<file path="src/rtl/inst_fetch_unit_pkg.sv">
// Shared widths and constants for the instruction fetch unit.
package inst_fetch_unit_pkg;

  localparam int          INST_BUS_W      = 32;
  localparam int          INST_ADDR_BUS_W = 32;
  localparam logic [31:0] RESET_PC_DEF    = 32'h0000_0000;
  localparam int          PC_INC          = 4;

  function automatic int cnt_w(input int depth);
    return $clog2(depth) + 1;
  endfunction

endpackage

</file>
<file path="src/rtl/inst_fetch_unit_fetch_fifo.sv">
// Synchronous first-word-fall-through FIFO; the head entry is visible on rdata
// whenever the FIFO is non-empty.
module fetch_fifo
  import inst_fetch_unit_pkg::*;
#(
  parameter int WIDTH = 64,
  parameter int DEPTH = 4
) (
  input  logic                   clk,
  input  logic                   rst,
  input  logic                   push,
  input  logic [WIDTH-1:0]       wdata,
  input  logic                   pop,
  input  logic                   flush,
  output logic [WIDTH-1:0]       rdata,
  output logic [cnt_w(DEPTH)-1:0] count,
  output logic                   empty,
  output logic                   full
);

  localparam int PW = $clog2(DEPTH);
  localparam int CW = cnt_w(DEPTH);

  logic [WIDTH-1:0] r_mem [DEPTH];
  logic [PW-1:0]    r_wr_ptr;
  logic [PW-1:0]    r_rd_ptr;
  logic [CW-1:0]    r_count;
  logic             w_do_push;
  logic             w_do_pop;

  assign empty = (r_count == '0);
  assign full  = (r_count == CW'(DEPTH));
  assign count = r_count;
  assign rdata = r_mem[r_rd_ptr];

  // A push into a full FIFO is allowed when the head leaves in the same cycle.
  assign w_do_pop  = pop && !empty;
  assign w_do_push = push && (!full || w_do_pop);

  always_ff @(posedge clk) begin
    if (rst || flush) begin
      r_wr_ptr <= '0;
      r_rd_ptr <= '0;
      r_count  <= '0;
    end else begin
      if (w_do_push) r_wr_ptr <= r_wr_ptr + PW'(1);
      if (w_do_pop)  r_rd_ptr <= r_rd_ptr + PW'(1);
      case ({w_do_push, w_do_pop})
        2'b10:   r_count <= r_count + CW'(1);
        2'b01:   r_count <= r_count - CW'(1);
        default: r_count <= r_count;
      endcase
    end
  end

  always_ff @(posedge clk) begin
    if (w_do_push) r_mem[r_wr_ptr] <= wdata;
  end

endmodule

</file>
<file path="src/rtl/inst_fetch_unit.sv">
// Sequential instruction prefetcher between the core fetch stage and a pipelined
// instruction memory, with redirect flush and stale-response discard.
module inst_fetch_unit
  import inst_fetch_unit_pkg::*;
#(
  parameter int                ADDR_W   = INST_ADDR_BUS_W,
  parameter int                DATA_W   = INST_BUS_W,
  parameter int                DEPTH    = 4,
  parameter logic [ADDR_W-1:0] RESET_PC = RESET_PC_DEF
) (
  input  logic              clk,
  input  logic              rst,
  input  logic              redirect_valid_i,
  input  logic [ADDR_W-1:0] redirect_pc_i,
  output logic              inst_valid_o,
  input  logic              inst_ready_i,
  output logic [DATA_W-1:0] inst_o,
  output logic [ADDR_W-1:0] inst_pc_o,
  output logic              mem_req_o,
  output logic [ADDR_W-1:0] mem_addr_o,
  input  logic              mem_rvalid_i,
  input  logic [DATA_W-1:0] mem_rdata_i
);

  localparam int                CW      = cnt_w(DEPTH);
  localparam logic [CW:0]       DEPTH_C = (CW+1)'(DEPTH);
  localparam logic [ADDR_W-1:0] INC     = ADDR_W'(PC_INC);

  logic [ADDR_W-1:0]        r_fetch_pc;
  logic [ADDR_W-1:0]        r_resp_pc;
  logic [CW-1:0]            r_outst;
  logic [CW-1:0]            r_discard;

  logic [CW-1:0]            w_count;
  logic                     w_empty;
  logic                     w_full;
  logic [ADDR_W+DATA_W-1:0] w_head;
  logic                     w_rv_acc;
  logic                     w_push;
  logic                     w_pop;
  logic [ADDR_W-1:0]        w_redir_pc;
  logic [1:0]               w_unused_pc_bits;

  assign w_unused_pc_bits = redirect_pc_i[1:0];
  assign w_redir_pc       = {redirect_pc_i[ADDR_W-1:2], 2'b00};

  // Credit covers buffered entries plus every in-flight request, including ones
  // that will be discarded, so a response always finds room in the FIFO.
  assign mem_req_o  = !rst && !redirect_valid_i &&
                      (({1'b0, w_count} + {1'b0, r_outst}) < DEPTH_C);
  assign mem_addr_o = r_fetch_pc;

  assign w_rv_acc = mem_rvalid_i && (r_outst != '0);
  assign w_push   = w_rv_acc && (r_discard == '0) && !redirect_valid_i;
  assign w_pop    = inst_valid_o && inst_ready_i;

  assign inst_valid_o = !w_empty && !redirect_valid_i;
  assign inst_o       = w_empty ? '0 : w_head[DATA_W-1:0];
  assign inst_pc_o    = w_empty ? '0 : w_head[ADDR_W+DATA_W-1:DATA_W];

  always_ff @(posedge clk) begin
    if (rst) begin
      r_fetch_pc <= RESET_PC;
      r_resp_pc  <= RESET_PC;
      r_outst    <= '0;
      r_discard  <= '0;
    end else begin
      case ({mem_req_o, w_rv_acc})
        2'b10:   r_outst <= r_outst + CW'(1);
        2'b01:   r_outst <= r_outst - CW'(1);
        default: r_outst <= r_outst;
      endcase

      if (redirect_valid_i) begin
        r_fetch_pc <= w_redir_pc;
        r_resp_pc  <= w_redir_pc;
        r_discard  <= r_outst - CW'(w_rv_acc);
      end else begin
        if (mem_req_o) r_fetch_pc <= r_fetch_pc + INC;
        if (w_push)    r_resp_pc  <= r_resp_pc + INC;
        if (w_rv_acc && (r_discard != '0)) r_discard <= r_discard - CW'(1);
      end
    end
  end

  fetch_fifo #(
    .WIDTH (ADDR_W + DATA_W),
    .DEPTH (DEPTH)
  ) u_fifo (
    .clk   (clk),
    .rst   (rst),
    .push  (w_push),
    .wdata ({r_resp_pc, mem_rdata_i}),
    .pop   (w_pop),
    .flush (redirect_valid_i),
    .rdata (w_head),
    .count (w_count),
    .empty (w_empty),
    .full  (w_full)
  );

  a_no_overflow : assert property (@(posedge clk) disable iff (rst)
    !(w_push && w_full && !w_pop));

endmodule

</file>
<file path="config.mk">
export PLATFORM = sky130hd
export DESIGN_NAME = inst_fetch_unit
export DESIGN_NICKNAME = d
export VERILOG_FILES = /design/src/rtl/inst_fetch_unit_pkg.sv /design/src/rtl/inst_fetch_unit_fetch_fifo.sv /design/src/rtl/inst_fetch_unit.sv
export SDC_FILE = /design/constraint.sdc
export NUM_CORES = 1
export LEC_CHECK = 0
export ABC_AREA = 1
export CAP_MARGIN = 0
export CORE_MARGIN = 2
export CORE_UTILIZATION = 40
export DETAILED_ROUTE_END_ITERATION = 6
export GPL_ROUTABILITY_DRIVEN = 0
export GPL_TIMING_DRIVEN = 0
export PLACE_DENSITY_LB_ADDON = 0.08
export SLEW_MARGIN = 20
export SYNTH_ARGS = -nofsm -noshare
export SYNTH_HDL_FRONTEND = slang
export SYNTH_SLANG_ARGS = --single-unit
</file>
<file path="constraint.sdc">
create_clock -name clk -period 4.6 [get_ports clk]
set_input_delay 0.46 -clock clk [delete_from_list [all_inputs] [get_ports clk]]
set_output_delay 0.46 -clock clk [all_outputs]
set_load 0.01 [all_outputs]
</file>
==> flow_metrics.env, run 1 <==
export IMPL_core_um2=36430
export IMPL_cts_repair_resized=0
export IMPL_outcome="finished, final reports clean"
export IMPL_critPathArrivalTime_ps=2980
export IMPL_end_kind="output pin"
export IMPL_die_w_um=195.8
export IMPL_synth_common_cells="nor2_1 (347), nand2_1 (256), edfxtp_1 (248)"
export IMPL_die_area_um2=38320
export IMPL_start_util_pct=40.37
export IMPL_setup_viol=0
export IMPL_grt_max_degree=23
export IMPL_synth_edf_count=248
export IMPL_cts_tree="built"
export IMPL_ys_flop_type="edfxtp_1"
export IMPL_seq_area_frac_synth_pct=60.84
export IMPL_final_setup_skew_ps=10.70
export IMPL_slew_headroom_pct=46.60
export IMPL_clk_path_buf_depth=3
export IMPL_synth_area_per_cell_um2=9.309
export IMPL_startpoint_type="flip-flop"
export IMPL_p_leak_uw=0.006600
export IMPL_synth_compound_area_share_pct=11.08
export IMPL_synthMuxAreaShare_pct=0
export IMPL_antennaDiodeCount=0
export IMPL_hold_viol_final=0
export IMPL_dp_final_hpwl_mm=28.22
export IMPL_syn_to_final_growth_pct=24.40
export IMPL_port_buffers=159
export IMPL_grt_ovfl_total=0
export IMPL_fmax_ghz=0.2911
export IMPL_drive_above_1_share_pct=7.747
export IMPL_synth_most_common_cell="nor2_1"
export IMPL_peakVddDrop_mv=0.2326
export IMPL_grt_pass1_wl_mm=63.20
export IMPL_final_max_slew_viol_count=0
export IMPL_ios=167
export IMPL_htree_levels=2
export IMPL_synthXorXnorAreaFrac_pct=1.310
export IMPL_routedWlPerCell_um=17.76
export IMPL_layoutNonFillerInstCount=2288
export IMPL_async_reset_ff_share_pct=0
export IMPL_antenna_found_initial=0
export IMPL_synth_simple_gate_area_share_pct=19.63
export IMPL_crit_slowest_cell="clkdlybuf4s50_1"
export IMPL_clk_latency_ps=510
export IMPL_drv_cap=0
export IMPL_ys_types=35
export IMPL_synthAdderAreaFrac_pct=1.463
export IMPL_ys_warn_count=0
export IMPL_syn_area_um2=14710
export IMPL_dr_pass1_iters=5
export IMPL_drtAntennaViolNets=0
export IMPL_cts_buffers=37
export IMPL_drtIter0Drc=592
export IMPL_place_inst=2222
export IMPL_placed_area_um2=17200
export IMPL_yosys_register_bits=323
export IMPL_critPathMaxStageDelay_ps=610
export IMPL_reg2reg_slack_ps=2050
export IMPL_required_ps=4140
export IMPL_yosys_area_top_type_share_pct=50.63
export IMPL_cellPowerDensity_nw_per_um2=368.7
export IMPL_fin_nets=1878
export IMPL_vias=11400
export IMPL_grt_setup_unrepaired="false"
export IMPL_drc=0
export IMPL_clkTransAtPathRegs_ps=60
export IMPL_rows=70
export IMPL_crit_buf_inv=5
export IMPL_min_path_type="in2reg"
export IMPL_final_area_um2=18300
export IMPL_syn_inst=1580
export IMPL_worstSetupPathType="reg2out"
export IMPL_path_common_cell="buf_2"
export IMPL_synthTopCellsByArea="edfxtp_1 (51%), dfxtp_1 (10%), nor2_1 (8.9%)"
export IMPL_clock_sinks=323
export IMPL_root_buffer="clkbuf_16"
export IMPL_period_share_pct=74.68
export IMPL_track_usage_pct=21.42
export IMPL_finalWirelength_mm=40.64
export IMPL_grt_pass1_vias=11170
export IMPL_postCtsSetupBuffers=0
export IMPL_dieHeight_um=195.8
export IMPL_crit_fanout=10
export IMPL_synth_top_family_by_area="simple AND/OR/NAND/NOR gates"
export IMPL_avgViaCountPerCell=4.980
export IMPL_cts_hold_buf=0
export IMPL_cp_cell_sequence="buf_2, inv_2, buf_2, clkbuf_1, o21ai_0, a21oi_1, clkdlybuf4s50_1"
export IMPL_yosysTopAreaCell="edfxtp_1"
export IMPL_critPathTopFamily="buffers and inverters"
export IMPL_final_min_clock_period_ps=3435
export IMPL_worst_slew_pin_slew_ps=801.0
## placed cells by master, fill, tap and decap left out, drive strengths merged
master,Yosys,routed
nand2,269,269
dfxtp,75,75
fa,2,2
a21oi,128,128
nand3,51,51
xnor2,5,5
xor2,17,17
clkbuf,34,80
ha,14,14
nand3b,3,3
o22ai,1,1
and2,4,4
inv,128,130
nor2,366,366
buf,36,48
a31oi,9,9
clkinv,0,18
o21bai,1,1
or2,1,1
o21ai,179,179
o211ai,3,3
edfxtp,248,248
clkdlybuf4s50,0,159
nand4,5,5
conb,1,4
## registers in the layout, summed over array words and instances (netlist names), named ones only
name and cells:
r_outst 3, u_fifo.r_rd_ptr 2, mem_addr_o 30, r_resp_pc 30, u_fifo.r_mem 248, r_discard 3
u_fifo.r_wr_ptr 2, u_fifo.count 3
## kinds of logic after synthesis
kind of cell,after synthesis
AO/OA/AOI/OAI,321
XOR/XNOR,22
adder cells (fa/ha/maj),16
buffers and inverters,198
flip-flops,323
other,1
AND/OR/NAND/NOR,699
## routing by layer
| layer | global-route usage [%] | routed length [µm] | vias to the layer above |
|---|---|---|---|
| li1 | - | - | 5692 |
| met1 | 27.87 | 17730 | 5342 |
| met3 | 2.785 | 1821 | 65 |
| met4 | 6.004 | 977 | 0 |
| met2 | 37.62 | 20110 | 296 |
| met5 | 0 | 0 | - |
## report_power, final
part | leakage, µW | switching (µW) | total [µW] | internal [µW]
combinational | 0.00318 | 406 | 694 | 288
clock | 0.000546 | 1140 | 2680 | 1540
sequential | 0.00287 | 101 | 3370 | 3270
total | 0.00660 | 1650 | 6750 | 5100
## area by class of cell
type	instances	area, µm²
inverters	128	483.0
repair buffers	171	1862
multi-input cells	1062	4969
plain buffers	70	349.1
flip-flops and latches	323	8949
fillers	3414	18140
clock buffers	46	1001
well taps	468	585.6
clock inverters	20	98.84
## final timing paths
kind                       from                  end  cells past startpoint
min            redirect_valid_i      u_fifo.count[1]                      4
max                   flip-flop        inst_pc_o[15]                      7
min reg2reg  u_fifo.r_rd_ptr[1]   u_fifo.r_rd_ptr[1]                      2
max reg2reg        r_discard[0]  u_fifo.r_mem[0][28]                     10
## tightest hold or removal path, stage by stage
cell	delay (ps)
buf_6	140
inv_4	70
nand2_4	100
nor2_1	50
## metrics by stage
step / util (%) / setup TNS [ps] / setup slack (ps) / power (µW) / hold WS [ps]
6_report: 50.22 / 0 / 1165 / 6746 / 350.0
5_1_grt: 50.22 / 0 / 983.6 / 7025 / 358.1
4_1_cts: 50.22 / 0 / 1123 / 6814 / 335.6
3_5_place_dp: 47.20 / 0 / 1675 / 4131 / 456.2
3_3_place_gp: 46.37 / -572970 / -2400 / 4103 / 448.6
2_1_floorplan: - / 0 / 417.3 / 3801 / 435.6
(Power assumes the default switching activity.)
==> inputs of run 2 (changes only) <==
clock period = 3.5 ns   (was 4.6 ns; I/O delays follow)
==> flow_metrics.env, run 2 (synthesis gave the netlist of run 1 again) <==
export IMPL_hold_worst_slack_ps=239.6
export IMPL_core_um2=36430
export IMPL_cts_buffers=37
export IMPL_vias=11420
export IMPL_final_min_clock_period_ps=3316
export IMPL_final_setup_skew_ps=13.09
export IMPL_dieHeight_um=195.8
export IMPL_p_total_uw=8872
export IMPL_outcome="finished, final reports clean"
export IMPL_ios=167
export IMPL_grt_pass1_wl_mm=63.20
export IMPL_end_kind="output pin"
export IMPL_antenna_found_initial=0
export IMPL_clk_latency_ps=520
export IMPL_track_usage_pct=21.42
export IMPL_largest_register="u_fifo.r_mem"
export IMPL_drive_above_1_share_pct=7.747
export IMPL_p_leak_uw=0.006600
export IMPL_grt_pass1_vias=11170
export IMPL_worstSetupPathType="reg2out"
export IMPL_hold_viol_final=0
export IMPL_grtUsageMet3_pct=2.785
export IMPL_drtAntennaViolNets=0
export IMPL_final_cell_mix="nor2_1 (343), nand2_1 (256), edfxtp_1 (248)"
export IMPL_peakVddDrop_mv=0.3039
export IMPL_critPathArrivalTime_ps=2970
export IMPL_cts_tree="built"
export IMPL_grt_ovfl_total=0
export IMPL_slew_headroom_pct=47.22
export IMPL_fin_nets=1878
export IMPL_min_path_type="in2reg"
export IMPL_fmax_ghz=0.3016
export IMPL_layout_commonest_cell="nor2_1"
export IMPL_worst_slew_pin_slew_ps=791.7
export IMPL_clk_path_buf_depth=3
export IMPL_syn_to_final_growth_pct=24.40
export IMPL_port_buffers=159
export IMPL_seq_area_um2=8949
export IMPL_cellPowerDensity_nw_per_um2=484.9
export IMPL_routedWlPerCell_um=17.83
export IMPL_die_area_um2=38320
export IMPL_drv_cap=0
export IMPL_required_ps=3150
export IMPL_startpoint_type="flip-flop"
export IMPL_multi_input_area_um2=4969
export IMPL_rows=70
export IMPL_die_w_um=195.8
export IMPL_antennaDiodeCount=0
export IMPL_htree_levels=2
export IMPL_start_util_pct=40.37
export IMPL_crit_fanout=10
export IMPL_clock_sinks=323
export IMPL_finalWirelength_mm=40.79
export IMPL_top_usage_layer="met2"
export IMPL_setup_viol=0
export IMPL_grt_setup_unrepaired="false"
export IMPL_largest_register_ffs=248
export IMPL_avgViaCountPerCell=4.989
export IMPL_root_buffer="clkbuf_16"
export IMPL_path_common_cell="buf_2"
export IMPL_grt_met2_usage_pct=37.62
export IMPL_period_share_pct=94.73
export IMPL_drtIter0Drc=617
export IMPL_cp_cell_sequence="buf_2, inv_2, buf_2, buf_1, o21ai_0, a21oi_1, clkdlybuf4s50_1"
export IMPL_crit_slowest_cell="clkdlybuf4s50_1"
export IMPL_use_met1_pct=27.87
export IMPL_dp_final_hpwl_mm=28.22
export IMPL_dr_pass1_iters=5
export IMPL_drc=0
export IMPL_final_max_slew_viol_count=0
export IMPL_critPathMaxStageDelay_ps=600
export IMPL_grt_max_degree=23
export IMPL_clkTransAtPathRegs_ps=60
export IMPL_fill_cells=3414
## run 2: cell types whose count changed in the layout (fill, tap and decap cells not counted)
cell,previous run,this run
buf_1,5,6
clkbuf_1,40,39
## run 2: final timing paths
| check | depth (start not counted) | to | from | slack [ps] |
|---|---|---|---|---|
| worst min register to register | 2 | u_fifo.r_rd_ptr[1] | u_fifo.r_rd_ptr[1] | 470 |
| worst min-delay path | 4 | u_fifo.count[1] | redirect_valid_i | 240 |
| worst max-delay path | 7 | inst_pc_o[15] | flip-flop | 180 |
| worst max register to register | 10 | u_fifo.r_mem[0][28] | r_discard[0] | 950 |
## run 2: stage by stage
step / TNS [ps] / utilization, % / setup WS, ps / std cells / cell area [µm²]
finish: 0 / 50.22 / 184.4 / 2288 / 18300
global route: 0 / 50.22 / 4.228 / 2288 / 18300
CTS: 0 / 50.22 / 133.3 / 2288 / 18300
detailed placement: 0 / 47.20 / 684.9 / 2222 / 17200
global placement: -818490 / 46.37 / -3390 / 2210 / 16900
floorplan: -164220 / - / -662.2 / 1583 / 14720
## run 2: cell type report
| cell class | instances | share of cell area (%) |
|---|---|---|
| Sequential cell | 323 | 48.91 |
| Multi-Input combinational cell | 1062 | 27.16 |
| Timing Repair Buffer | 171 | 10.18 |
| Clock buffer | 46 | 5.471 |
| Tap cell | 468 | 3.200 |
| Inverter | 128 | 2.640 |
| Buffer | 70 | 1.908 |
| Clock inverter | 20 | 0.5402 |
## run 2: critical path, delay by kind of cell, from the launching register on
| family | cells | cell delay, ps |
|---|---|---|
| flip-flops | 1 | 310 |
| buffers and inverters | 5 | 1600 |
| AO/OA/AOI/OAI | 2 | 520 |
## run 2: routing by layer
layer / wire length, µm / part of all wire (%)
met1: 17710 / 43
met3: 1939 / 4.8
met5: 0 / 0
met4: 924 / 2.3
met2: 20210 / 50
## run 2: power by group
part	internal, µW	switching [µW]	total [µW]
logic	379	535	913
registers	4300	134	4430
clock network	2030	1500	3530
## run 2: timing repair
action / 4_1_cts / 5_1_grt
resized for setup: 0 / 1
hold buffers: 0 / 0
setup buffers: 0 / 0
hold endpoints to repair: 0 / 0
setup endpoints to repair: 0 / 1
